$ cat config.mk
export PLATFORM = sky130hd
export DESIGN_NAME = reg_file_seq_flat
export DESIGN_NICKNAME = d
export VERILOG_FILES = /design/src/rtl/reg_file_pkg.sv /design/src/rtl/reg_file_seq_if.sv /design/src/rtl/reg_file_alu.sv /design/src/rtl/reg_file_seq.sv /design/src/flat_wrapper.sv
export SDC_FILE = /design/constraint.sdc
export NUM_CORES = 1
export LEC_CHECK = 0
export BUFFER_PORTS_ARGS = -buffer_cell sky130_fd_sc_hd__buf_2
export CAP_MARGIN = 40
export CORE_ASPECT_RATIO = 0.5
export CORE_UTILIZATION = 54
export DETAILED_ROUTE_END_ITERATION = 12
export GPL_TIMING_DRIVEN = 1
export PLACE_DENSITY_LB_ADDON = 0.2
export SLEW_MARGIN = 10
export SYNTH_ARGS = -nofsm -noshare
export SYNTH_HDL_FRONTEND = slang
export SYNTH_SLANG_ARGS = --single-unit
$ cat constraint.sdc
create_clock -name clk -period 3.02 [get_ports clk]
set_clock_uncertainty 0.05 [all_clocks]
set_input_delay 0.604 -clock clk [delete_from_list [all_inputs] [get_ports clk]]
set_output_delay 0.604 -clock clk [all_outputs]
set_load 0.1 [all_outputs]
$ cat src/rtl/reg_file_pkg.sv
// Shared definitions for the register-file command sequencer: op codes,
// FSM state encoding and default datapath widths.
package reg_file_pkg;

  localparam int DATA_W_DEF = 8;
  localparam int ADDR_W_DEF = 3;

  localparam logic [2:0] OP_ADD = 3'b000;
  localparam logic [2:0] OP_SUB = 3'b001;
  localparam logic [2:0] OP_AND = 3'b010;
  localparam logic [2:0] OP_OR  = 3'b011;
  localparam logic [2:0] OP_XOR = 3'b100;
  localparam logic [2:0] OP_MOV = 3'b101;
  localparam logic [2:0] OP_LDI = 3'b110;
  localparam logic [2:0] OP_NOP = 3'b111;

  typedef enum logic [1:0] {
    IDLE = 2'd0,
    READ = 2'd1,
    EXEC = 2'd2,
    WB   = 2'd3
  } state_t;

endpackage

$ cat src/rtl/reg_file_seq_if.sv
// Command channel between the command source and the sequencer, including
// the retire status (done/result/flags) returned to the source.
interface reg_file_seq_if #(
  parameter int DATA_W = 8,
  parameter int ADDR_W = 3
);
  // Handshake: a command transfers on a rising edge where cmd_valid and
  // cmd_ready are both 1; the source holds all cmd_* fields stable while
  // cmd_valid=1 and cmd_ready=0, and may drop cmd_valid only after transfer.
  logic              cmd_valid;
  logic              cmd_ready;
  logic [2:0]        cmd_op;
  logic [ADDR_W-1:0] cmd_rd;
  logic [ADDR_W-1:0] cmd_rs1;
  logic [ADDR_W-1:0] cmd_rs2;
  logic [DATA_W-1:0] cmd_imm;
  logic              done;
  logic [DATA_W-1:0] result;
  logic              flag_z;
  logic              flag_c;

  modport master (
    output cmd_valid, cmd_op, cmd_rd, cmd_rs1, cmd_rs2, cmd_imm,
    input  cmd_ready, done, result, flag_z, flag_c
  );

  modport slave (
    input  cmd_valid, cmd_op, cmd_rd, cmd_rs1, cmd_rs2, cmd_imm,
    output cmd_ready, done, result, flag_z, flag_c
  );

endinterface

$ cat src/rtl/reg_file_alu.sv
// Combinational ALU for the sequencer's EXEC step; the top bit of value is
// the carry (ADD) or borrow (SUB), zero for all other operations.
module reg_file_alu
  import reg_file_pkg::*;
#(
  parameter int DATA_W = DATA_W_DEF
) (
  input  logic [2:0]        op,
  input  logic [DATA_W-1:0] a,
  input  logic [DATA_W-1:0] b,
  input  logic [DATA_W-1:0] imm,
  output logic [DATA_W:0]   value
);

  always_comb begin
    value = '0;
    case (op)
      OP_ADD:  value = {1'b0, a} + {1'b0, b};
      OP_SUB:  value = {(a < b), a - b};
      OP_AND:  value = {1'b0, a & b};
      OP_OR:   value = {1'b0, a | b};
      OP_XOR:  value = {1'b0, a ^ b};
      OP_MOV:  value = {1'b0, a};
      OP_LDI:  value = {1'b0, imm};
      default: value = '0;
    endcase
  end

endmodule

$ cat src/rtl/reg_file_seq.sv
// Sequencer running one register-to-register command at a time as
// READ -> EXEC -> WB, sharing the register file write port with debug writes.
module reg_file_seq
  import reg_file_pkg::*;
#(
  parameter int DATA_W = DATA_W_DEF,
  parameter int ADDR_W = ADDR_W_DEF
) (
  input  logic              clk,
  input  logic              rst,
  reg_file_seq_if.slave     cmd,
  input  logic              dbg_req,
  input  logic [ADDR_W-1:0] dbg_addr,
  input  logic [DATA_W-1:0] dbg_data,
  output logic              dbg_gnt,
  output logic              rf_we,
  output logic [ADDR_W-1:0] rf_wr_addr,
  output logic [DATA_W-1:0] rf_wr_data,
  output logic [ADDR_W-1:0] rf_rd_addr1,
  output logic [ADDR_W-1:0] rf_rd_addr2,
  input  logic [DATA_W-1:0] rf_rd_data1,
  input  logic [DATA_W-1:0] rf_rd_data2,
  output state_t            seq_state
);

  state_t            state;
  logic [2:0]        op_q;
  logic [ADDR_W-1:0] rd_q;
  logic [ADDR_W-1:0] rs1_q;
  logic [ADDR_W-1:0] rs2_q;
  logic [DATA_W-1:0] imm_q;
  logic [DATA_W-1:0] a_q;
  logic [DATA_W-1:0] b_q;
  logic [DATA_W:0]   exec_q;
  logic [DATA_W:0]   alu_value;
  logic              done_q;
  logic [DATA_W-1:0] result_q;
  logic              flag_z_q;
  logic              flag_c_q;
  logic              seq_we;

  reg_file_alu #(.DATA_W(DATA_W)) u_alu (
    .op    (op_q),
    .a     (a_q),
    .b     (b_q),
    .imm   (imm_q),
    .value (alu_value)
  );

  assign cmd.cmd_ready = (state == IDLE) & ~rst;
  assign cmd.done      = done_q;
  assign cmd.result    = result_q;
  assign cmd.flag_z    = flag_z_q;
  assign cmd.flag_c    = flag_c_q;
  assign seq_state     = state;
  assign rf_rd_addr1   = rs1_q;
  assign rf_rd_addr2   = rs2_q;

  // The sequencer owns the write port in WB (even for NOP); debug waits there.
  assign dbg_gnt = dbg_req & (state != WB) & ~rst;
  assign seq_we  = (state == WB) & (op_q != OP_NOP) & ~rst;

  always_comb begin
    rf_we      = 1'b0;
    rf_wr_addr = rd_q;
    rf_wr_data = exec_q[DATA_W-1:0];
    if (seq_we) begin
      rf_we = 1'b1;
    end else if (dbg_gnt) begin
      rf_we      = 1'b1;
      rf_wr_addr = dbg_addr;
      rf_wr_data = dbg_data;
    end
  end

  always_ff @(posedge clk) begin
    if (rst) begin
      state    <= IDLE;
      op_q     <= OP_NOP;
      rd_q     <= '0;
      rs1_q    <= '0;
      rs2_q    <= '0;
      imm_q    <= '0;
      a_q      <= '0;
      b_q      <= '0;
      exec_q   <= '0;
      done_q   <= 1'b0;
      result_q <= '0;
      flag_z_q <= 1'b0;
      flag_c_q <= 1'b0;
    end else begin
      done_q <= 1'b0;
      case (state)
        IDLE: begin
          if (cmd.cmd_valid && cmd.cmd_ready) begin
            op_q  <= cmd.cmd_op;
            rd_q  <= cmd.cmd_rd;
            rs1_q <= cmd.cmd_rs1;
            rs2_q <= cmd.cmd_rs2;
            imm_q <= cmd.cmd_imm;
            state <= READ;
          end
        end
        READ: begin
          // A same-cycle debug write lands after this edge, so the old value is captured.
          a_q   <= rf_rd_data1;
          b_q   <= rf_rd_data2;
          state <= EXEC;
        end
        EXEC: begin
          exec_q <= alu_value;
          done_q <= 1'b1;
          state  <= WB;
        end
        WB: begin
          if (op_q != OP_NOP) begin
            result_q <= exec_q[DATA_W-1:0];
            flag_z_q <= (exec_q[DATA_W-1:0] == '0);
            flag_c_q <= exec_q[DATA_W];
          end
          state <= IDLE;
        end
        default: state <= IDLE;
      endcase
    end
  end

endmodule

$ cat src/flat_wrapper.sv
// flat-port wrapper written by rule: the top's interface ports become plain ports
module reg_file_seq_flat import reg_file_pkg::*;
#(
  parameter int DATA_W = DATA_W_DEF,
  parameter int ADDR_W = ADDR_W_DEF
)
  (clk, rst, dbg_req, dbg_addr, dbg_data, dbg_gnt, rf_we, rf_wr_addr, rf_wr_data, rf_rd_addr1, rf_rd_addr2, rf_rd_data1, rf_rd_data2, seq_state, cmd_cmd_valid, cmd_cmd_op, cmd_cmd_rd, cmd_cmd_rs1, cmd_cmd_rs2, cmd_cmd_imm, cmd_cmd_ready, cmd_done, cmd_result, cmd_flag_z, cmd_flag_c);
  reg_file_seq_if #(.DATA_W(DATA_W), .ADDR_W(ADDR_W)) cmd_i ();
  input  logic clk;
  input  logic rst;
  input  logic dbg_req;
  input  logic [ADDR_W-1:0] dbg_addr;
  input  logic [DATA_W-1:0] dbg_data;
  output logic dbg_gnt;
  output logic rf_we;
  output logic [ADDR_W-1:0] rf_wr_addr;
  output logic [DATA_W-1:0] rf_wr_data;
  output logic [ADDR_W-1:0] rf_rd_addr1;
  output logic [ADDR_W-1:0] rf_rd_addr2;
  input  logic [DATA_W-1:0] rf_rd_data1;
  input  logic [DATA_W-1:0] rf_rd_data2;
  output state_t seq_state;
  input wire logic [$bits(cmd_i.cmd_valid)-1:0] cmd_cmd_valid;
  input wire logic [$bits(cmd_i.cmd_op)-1:0] cmd_cmd_op;
  input wire logic [$bits(cmd_i.cmd_rd)-1:0] cmd_cmd_rd;
  input wire logic [$bits(cmd_i.cmd_rs1)-1:0] cmd_cmd_rs1;
  input wire logic [$bits(cmd_i.cmd_rs2)-1:0] cmd_cmd_rs2;
  input wire logic [$bits(cmd_i.cmd_imm)-1:0] cmd_cmd_imm;
  output wire logic [$bits(cmd_i.cmd_ready)-1:0] cmd_cmd_ready;
  output wire logic [$bits(cmd_i.done)-1:0] cmd_done;
  output wire logic [$bits(cmd_i.result)-1:0] cmd_result;
  output wire logic [$bits(cmd_i.flag_z)-1:0] cmd_flag_z;
  output wire logic [$bits(cmd_i.flag_c)-1:0] cmd_flag_c;
  assign cmd_i.cmd_valid = cmd_cmd_valid;
  assign cmd_i.cmd_op = cmd_cmd_op;
  assign cmd_i.cmd_rd = cmd_cmd_rd;
  assign cmd_i.cmd_rs1 = cmd_cmd_rs1;
  assign cmd_i.cmd_rs2 = cmd_cmd_rs2;
  assign cmd_i.cmd_imm = cmd_cmd_imm;
  assign cmd_cmd_ready = cmd_i.cmd_ready;
  assign cmd_done = cmd_i.done;
  assign cmd_result = cmd_i.result;
  assign cmd_flag_z = cmd_i.flag_z;
  assign cmd_flag_c = cmd_i.flag_c;
  reg_file_seq #(.DATA_W(DATA_W), .ADDR_W(ADDR_W)) u_core (.clk(clk), .rst(rst), .cmd(cmd_i), .dbg_req(dbg_req), .dbg_addr(dbg_addr), .dbg_data(dbg_data), .dbg_gnt(dbg_gnt), .rf_we(rf_we), .rf_wr_addr(rf_wr_addr), .rf_wr_data(rf_wr_data), .rf_rd_addr1(rf_rd_addr1), .rf_rd_addr2(rf_rd_addr2), .rf_rd_data1(rf_rd_data1), .rf_rd_data2(rf_rd_data2), .seq_state(seq_state));
endmodule
==> results.json, run 1 <==
{
  "viasPerCell": 5.45,
  "synth_area_um2": 3580,
  "rsz0062_at_grt": "no",
  "grt_max_degree": 59,
  "startpoint_type": "register",
  "clock-sinks": 58,
  "num_antenna_cells": 0,
  "maxCapViolCount": 0,
  "ioPinCount": 84,
  "synth.largest_area_cell": "dfxtp_1",
  "slew_violations": 0,
  "drc": 0,
  "reg2reg_depth": 8,
  "synth_fa_ha_area_share_pct": 11.3,
  "required_ns": 2.37,
  "via_count": 3255,
  "dieWidth_um": 117,
  "std_cell_rows": 20,
  "yosys.area_share.simple_pct": 18.6,
  "fin_util_pct": 72.0,
  "setup_viol": 0,
  "gp_congestion": 0.909,
  "leakage_nw": 1.95,
  "synth_most_common_cell": "dfxtp_1",
  "synth_xor_area_share_pct": 1.71,
  "cts_resized": 0,
  "final.min_clock_period_ns": 2.74,
  "synthCells": 431,
  "synth-edff-count": 0,
  "drt_iter0_markers": 367,
  "min_from": "u_core.cmd.flag_c$_SDFFE_PP0P_",
  "postSynthAreaPerCell_um2": 8.30,
  "synth_compound_area_share_pct": 19.2,
  "rrSetupSlack_ns": 0.54,
  "maxSlewHeadroom_pct": 61.7,
  "clock.fmax_mhz": 365,
  "grt_pass1_vias": 2802,
  "vdd_ir_drop_max_mv": 0.601,
  "die_area_um2": 6970,
  "hold_path_end": "u_core.cmd.flag_c$_SDFFE_PP0P_",
  "yosysUniqueCellTypes": 54,
  "synth_top_family_by_area": "compound AO/OA/AOI/OAI gates",
  "overflow": 0,
  "synth_seq_area_share_pct": 32.5,
  "yosys_warnings": 0,
  "worst-setup-path-type": "register to output port",
  "post-cts-setup-buffer-count": 0,
  "synthTopCellsByCount": "dfxtp_1 (58), nand2_1 (54), nor2_1 (31)",
  "drt-total-wl_um": 8620,
  "port_buffers": 83,
  "start_util_pct": 57.4,
  "drive_gt1_share_pct": 24.2,
  "die_h_um": 59.5,
  "cts_buffers": 9,
  "end_kind": "output port",
  "core_region_area_um2": 6230,
  "antenna_found_initial": 0,
  "cts_root_buf": "clkbuf_16",
  "synth_nets": 513,
  "grt_pass1_wl_um": 13400,
  "track_usage_pct": 26.0,
  "path_clk_slew_ns": 0.05,
  "synthTopCellsByArea": "dfxtp_1 (32%), ha_1 (10%), mux2i_1 (5.9%), nand2_1 (5.7%), a21oi_1 (4.2%)",
  "cts_tree": "yes",
  "crit_fanout": 12,
  "rr_startpoint": "u_core.b_q[0]$_SDFFE_PP0N_",
  "dr.pass1.iters": 5,
  "yosys_most_used_dff": "dfxtp_1",
  "rr_endpoint": "u_core.exec_q[6]$_SDFFE_PP0P_",
  "worstMarginPinSlew_ns": 0.573,
  "fillers": 490,
  "synth.area.mux_share_pct": 9.34,
  "crit_arrival_ns": 2.09,
  "syn_to_final_growth_pct": 25.5,
  "clk_latency_ns": 0.33,
  "hpwlAfterDp_um": 6270,
  "drtAntennaViolNets": 0,
  "worstHoldPathCells": 2,
  "powerDensity_nw_per_um2": 929,
  "p_total_mw": 4.17,
  "finalHoldViolations": 0,
  "h-tree-depth": 3,
  "clockBufferDepth": 2,
  "ys_seq_elements": 58,
  "fin_crit_sh_pct": 90.8,
  "hold_path_class": "register to register",
  "cts_hold_buf": 0,
  "setup-tns-final_ns": 0,
  "outcome": "finished clean",
  "wl_per_cell_um": 14.4,
  "async_flop_share_pct": 0,
  "yosysTopAreaCellShare_pct": 32.5,
  "nets": 586
}
## where the power goes
part	internal (mW)	switching (mW)	total (mW)
logic	0.727	1.32	2.05
clock network	0.681	0.347	1.03
registers	0.914	0.180	1.09
## worst max-delay path: stages (launching register included)
cell and delay [ns]:
dfxtp_2 0.34, ha_1 0.33, nand2b_1 0.22, nor2_1 0.09, buf_4 0.21, mux2_2 0.39
buf_12 0.17
## sequential cells by signal (all words and copies together), names as in the netlist
signal	cells
u_core.cmd.done	1
u_core.b_q	8
u_core.rd_q	3
u_core.cmd.flag_c	1
u_core.a_q	8
u_core.rf_rd_addr1	3
u_core.rf_rd_addr2	3
u_core.op_q	3
u_core.exec_q	9
u_core.cmd.flag_z	1
u_core.cmd.result	8
u_core.imm_q	8
u_core.seq_state	2
## area by class of cell
class                   count  area (um^2)  area share, %
flip-flops and latches     58         1160           25.9
clock buffers              12          256           5.72
repair buffers             91          656           14.6
clock inverters             4         50.0           1.12
well taps                  88          110           2.45
inverters                  26         97.6           2.17
multi-input cells         318         2150           48.0
## placed cells by master (no fill, tap or decap), types with 3 or more instances in the layout
cell	instances
o22ai_1	9
a31oi_1	3
a2111oi_0	3
mux2_2	11
nand2b_1	23
a221o_1	3
buf_12	12
o21ai_0	23
a21oi_1	29
inv_1	26
ha_1	29
and3_1	3
nand3_1	11
nor2_1	31
buf_2	71
buf_4	8
a2bb2oi_1	3
a221oi_1	6
mux2i_1	21
nor4_1	3
a211oi_1	3
nand2_1	54
xnor2_1	6
dfxtp_1	56
nor2b_1	6
clkbuf_16	9
## cell families after synthesis
group,after synthesis
DFF,58
adders and majority gates,31
buffers and inverters,55
xor gates and xnor gates,7
AOI/OAI and AO/OA,106
and+or+nand+nor,142
muxes,32
## metal layers
metal / share of wire [%] / GRT usage (%) / routed length (um)
met1: 50 / 36.9 / 4330
met2: 40 / 37.4 / 3460
met4: 1.3 / 8.50 / 108
met5: 0 / 0 / 0
met3: 8.3 / 8.08 / 716
## through the flow
step                cells  cell area, um^2  hold WS [ns]  setup WS (ns)
finish                597             4490         0.401          0.279
global route          597             4490         0.409          0.162
CTS                   597             4490         0.402          0.253
detailed placement    581             4180         0.395          0.610
global placement      581             4180         0.391          0.655
floorplan             431             3590         0.394         0.0260
## how the worst max path moves through the flow
stage / startpoint / to / slack [ns] / depth (start not counted)
global placement: u_core.seq_state[0]$_SDFFE_PP0P_ / rf_wr_data[5] / 0.66 / 6
CTS: u_core.seq_state[0]$_SDFFE_PP0P_ / rf_wr_data[5] / 0.25 / 6
floorplan: u_core.seq_state[0]$_SDFFE_PP0P_ / rf_wr_addr[0] / 0.03 / 5
finish: u_core.seq_state[0]$_SDFFE_PP0P_ / rf_wr_data[5] / 0.28 / 6
detailed placement: u_core.seq_state[0]$_SDFFE_PP0P_ / rf_wr_data[5] / 0.61 / 6
global route: u_core.seq_state[1]$_SDFFE_PP0P_ / rf_we / 0.16 / 4
No activity file was read; power rests on OpenSTA's default activity.
==> inputs of run 2 (changes only) <==
--- a/config.mk
+++ b/config.mk
@@ -5,13 +5,15 @@
 export SDC_FILE = /design/constraint.sdc
 export NUM_CORES = 1
 export LEC_CHECK = 0
-export BUFFER_PORTS_ARGS = -buffer_cell sky130_fd_sc_hd__buf_2
 export CAP_MARGIN = 40
 export CORE_ASPECT_RATIO = 0.5
-export CORE_UTILIZATION = 54
+export CORE_UTILIZATION = 55
 export DETAILED_ROUTE_END_ITERATION = 12
+export DONT_BUFFER_PORTS = 1
 export GPL_TIMING_DRIVEN = 1
 export PLACE_DENSITY_LB_ADDON = 0.2
+export REMOVE_ABC_BUFFERS = 1
+export SKIP_LAST_GASP = 1
 export SLEW_MARGIN = 10
 export SYNTH_ARGS = -nofsm -noshare
 export SYNTH_HDL_FRONTEND = slang
==> results.json, run 2 (synthesis results as in run 1) <==
{
  "outcome": "finished clean",
  "crit_chain": "ha_1 -> buf_4 -> nand2b_1 -> nor2_4 -> mux2_2 -> buf_12",
  "die_area_um2": 6850,
  "drt_iter0_markers": 244,
  "startpoint_type": "register",
  "leakage_nw": 1.80,
  "std_cell_rows": 20,
  "rsz0062_at_grt": "no",
  "h-tree-depth": 3,
  "cts_tree": "yes",
  "nets": 538,
  "end_kind": "output port",
  "path_clk_slew_ns": 0.05,
  "dp_slack_ns": 0.546,
  "grt_pass1_vias": 3012,
  "maxCapViolCount": 0,
  "setup_slack_ns": 0.201,
  "powerDensity_nw_per_um2": 950,
  "antenna_found_initial": 0,
  "setup_viol": 0,
  "num_antenna_cells": 0,
  "syn_to_final_growth_pct": 23.9,
  "required_ns": 2.37,
  "drc": 0,
  "final_cell_mix": "dfxtp_1 (58), nand2_1 (54), nor2_1 (30), a21oi_1 (29), ha_1 (29)",
  "crit_fanout": 12,
  "ioPinCount": 84,
  "worst-setup-path-type": "register to output port",
  "start_util_pct": 57.9,
  "worstMarginPinSlew_ns": 0.511,
  "cts_buffers": 9,
  "grt_pass1_wl_um": 14900,
  "hpwlAfterDp_um": 6880,
  "max_stage_delay_ns": 0.42,
  "fin_crit_sh_pct": 93.3,
  "drtAntennaViolNets": 0,
  "overflow": 0,
  "cp_slowest_cell": "mux2_2",
  "port_buffers": 0,
  "gp_congestion": 0.958,
  "largest_reg_flops": 9,
  "cts_root_buf": "clkbuf_16",
  "final_common_cell": "dfxtp_1",
  "post-cts-setup-buffer-count": 0,
  "drive_gt1_share_pct": 15.6,
  "maxSlewHeadroom_pct": 65.9,
  "finalHoldViolations": 0,
  "die_h_um": 59.0,
  "hold_path_class": "input pin to register",
  "vdd_ir_drop_max_mv": 0.561,
  "grt_max_degree": 63,
  "crit_arrival_ns": 2.17,
  "wl_per_cell_um": 16.9,
  "setup-tns-final_ns": 0,
  "clock-sinks": 58,
  "core_region_area_um2": 6180,
  "via_count": 3204,
  "viasPerCell": 5.84,
  "fin_util_pct": 71.7,
  "top_register": "u_core.exec_q",
  "clk_latency_ns": 0.33,
  "drt-total-wl_um": 9280,
  "clock.fmax_mhz": 355,
  "cts_resized": 0,
  "dieWidth_um": 116,
  "layoutNonFillerInstCount": 549,
  "dr.pass1.iters": 5,
  "clockBufferDepth": 2,
  "final.min_clock_period_ns": 2.82,
  "track_usage_pct": 29.1,
  "cts_hold_buf": 0,
  "slew_violations": 0,
  "placed_cells": 533
}
==> run 2: changes by cell type in the layout (fill, tap and decap cells not counted), sizes merged <==
cell	change
clkbuf	+2
buf	-48
clkinvlp	-2
==> run 2: through the flow <==
step	cell area [um^2]	power, mW	hold WS [ns]
2_1_floorplan	3410	2.58	0.388
3_3_place_gp	3880	3.06	0.407
3_5_place_dp	4130	3.17	0.413
4_1_cts	4430	4.21	0.288
5_1_grt	4430	4.45	0.282
6_report	4430	4.21	0.292
==> run 2: final cells by class <==
cell class / instances / area (um^2)
timing repair buffer: 43 / 601
fill: 487 / 1750
tap: 88 / 110
inverter: 26 / 97.6
sequential: 58 / 1160
clock buffer: 14 / 264
multi-input combinational: 318 / 2160
clock inverter: 2 / 35.0
==> run 2: worst paths after layout <==
| kind | start | end | slack, ns | cells past startpoint |
|---|---|---|---|---|
| max | u_core.seq_state[0]$_SDFFE_PP0P_ | rf_wr_data[5] | 0.20 | 6 |
| min | rst | u_core.b_q[2]$_SDFFE_PP0N_ | 0.29 | 1 |
| max reg2reg | u_core.b_q[1]$_SDFFE_PP0N_ | u_core.exec_q[7]$_SDFFE_PP0P_ | 0.50 | 8 |
| min reg2reg | u_core.imm_q[0]$_SDFFE_PP0P_ | u_core.imm_q[0]$_SDFFE_PP0P_ | 0.42 | 2 |
==> run 2: worst max-delay path: cells and delay by family, from the launching register on <==
family,cells,cell delay [ns]
simple gates,2,0.53
flops,1,0.34
fa+ha+maj,1,0.21
buf+inv,2,0.34
mux,1,0.42
==> run 2: routing by layer <==
metal / wire length (um) / global-route usage, % / share of wire [%] / vias up
met1: 4120 / 36.8 / 44 / 1470
met2: 4200 / 47.3 / 45 / 164
met3: 829 / 11.6 / 8.9 / 20
met4: 142 / 6.78 / 1.5 / 0
met5: 0 / 0 / 0 / -
li1: - / - / - / 1550
==> run 2: power by group <==
part	leakage, nW	total, mW	switching [mW]	internal [mW]
logic	1.18	2.12	1.34	0.774
clock network	0.147	1.02	0.338	0.682
registers	0.473	1.07	0.162	0.911
total	1.80	4.21	1.84	2.37
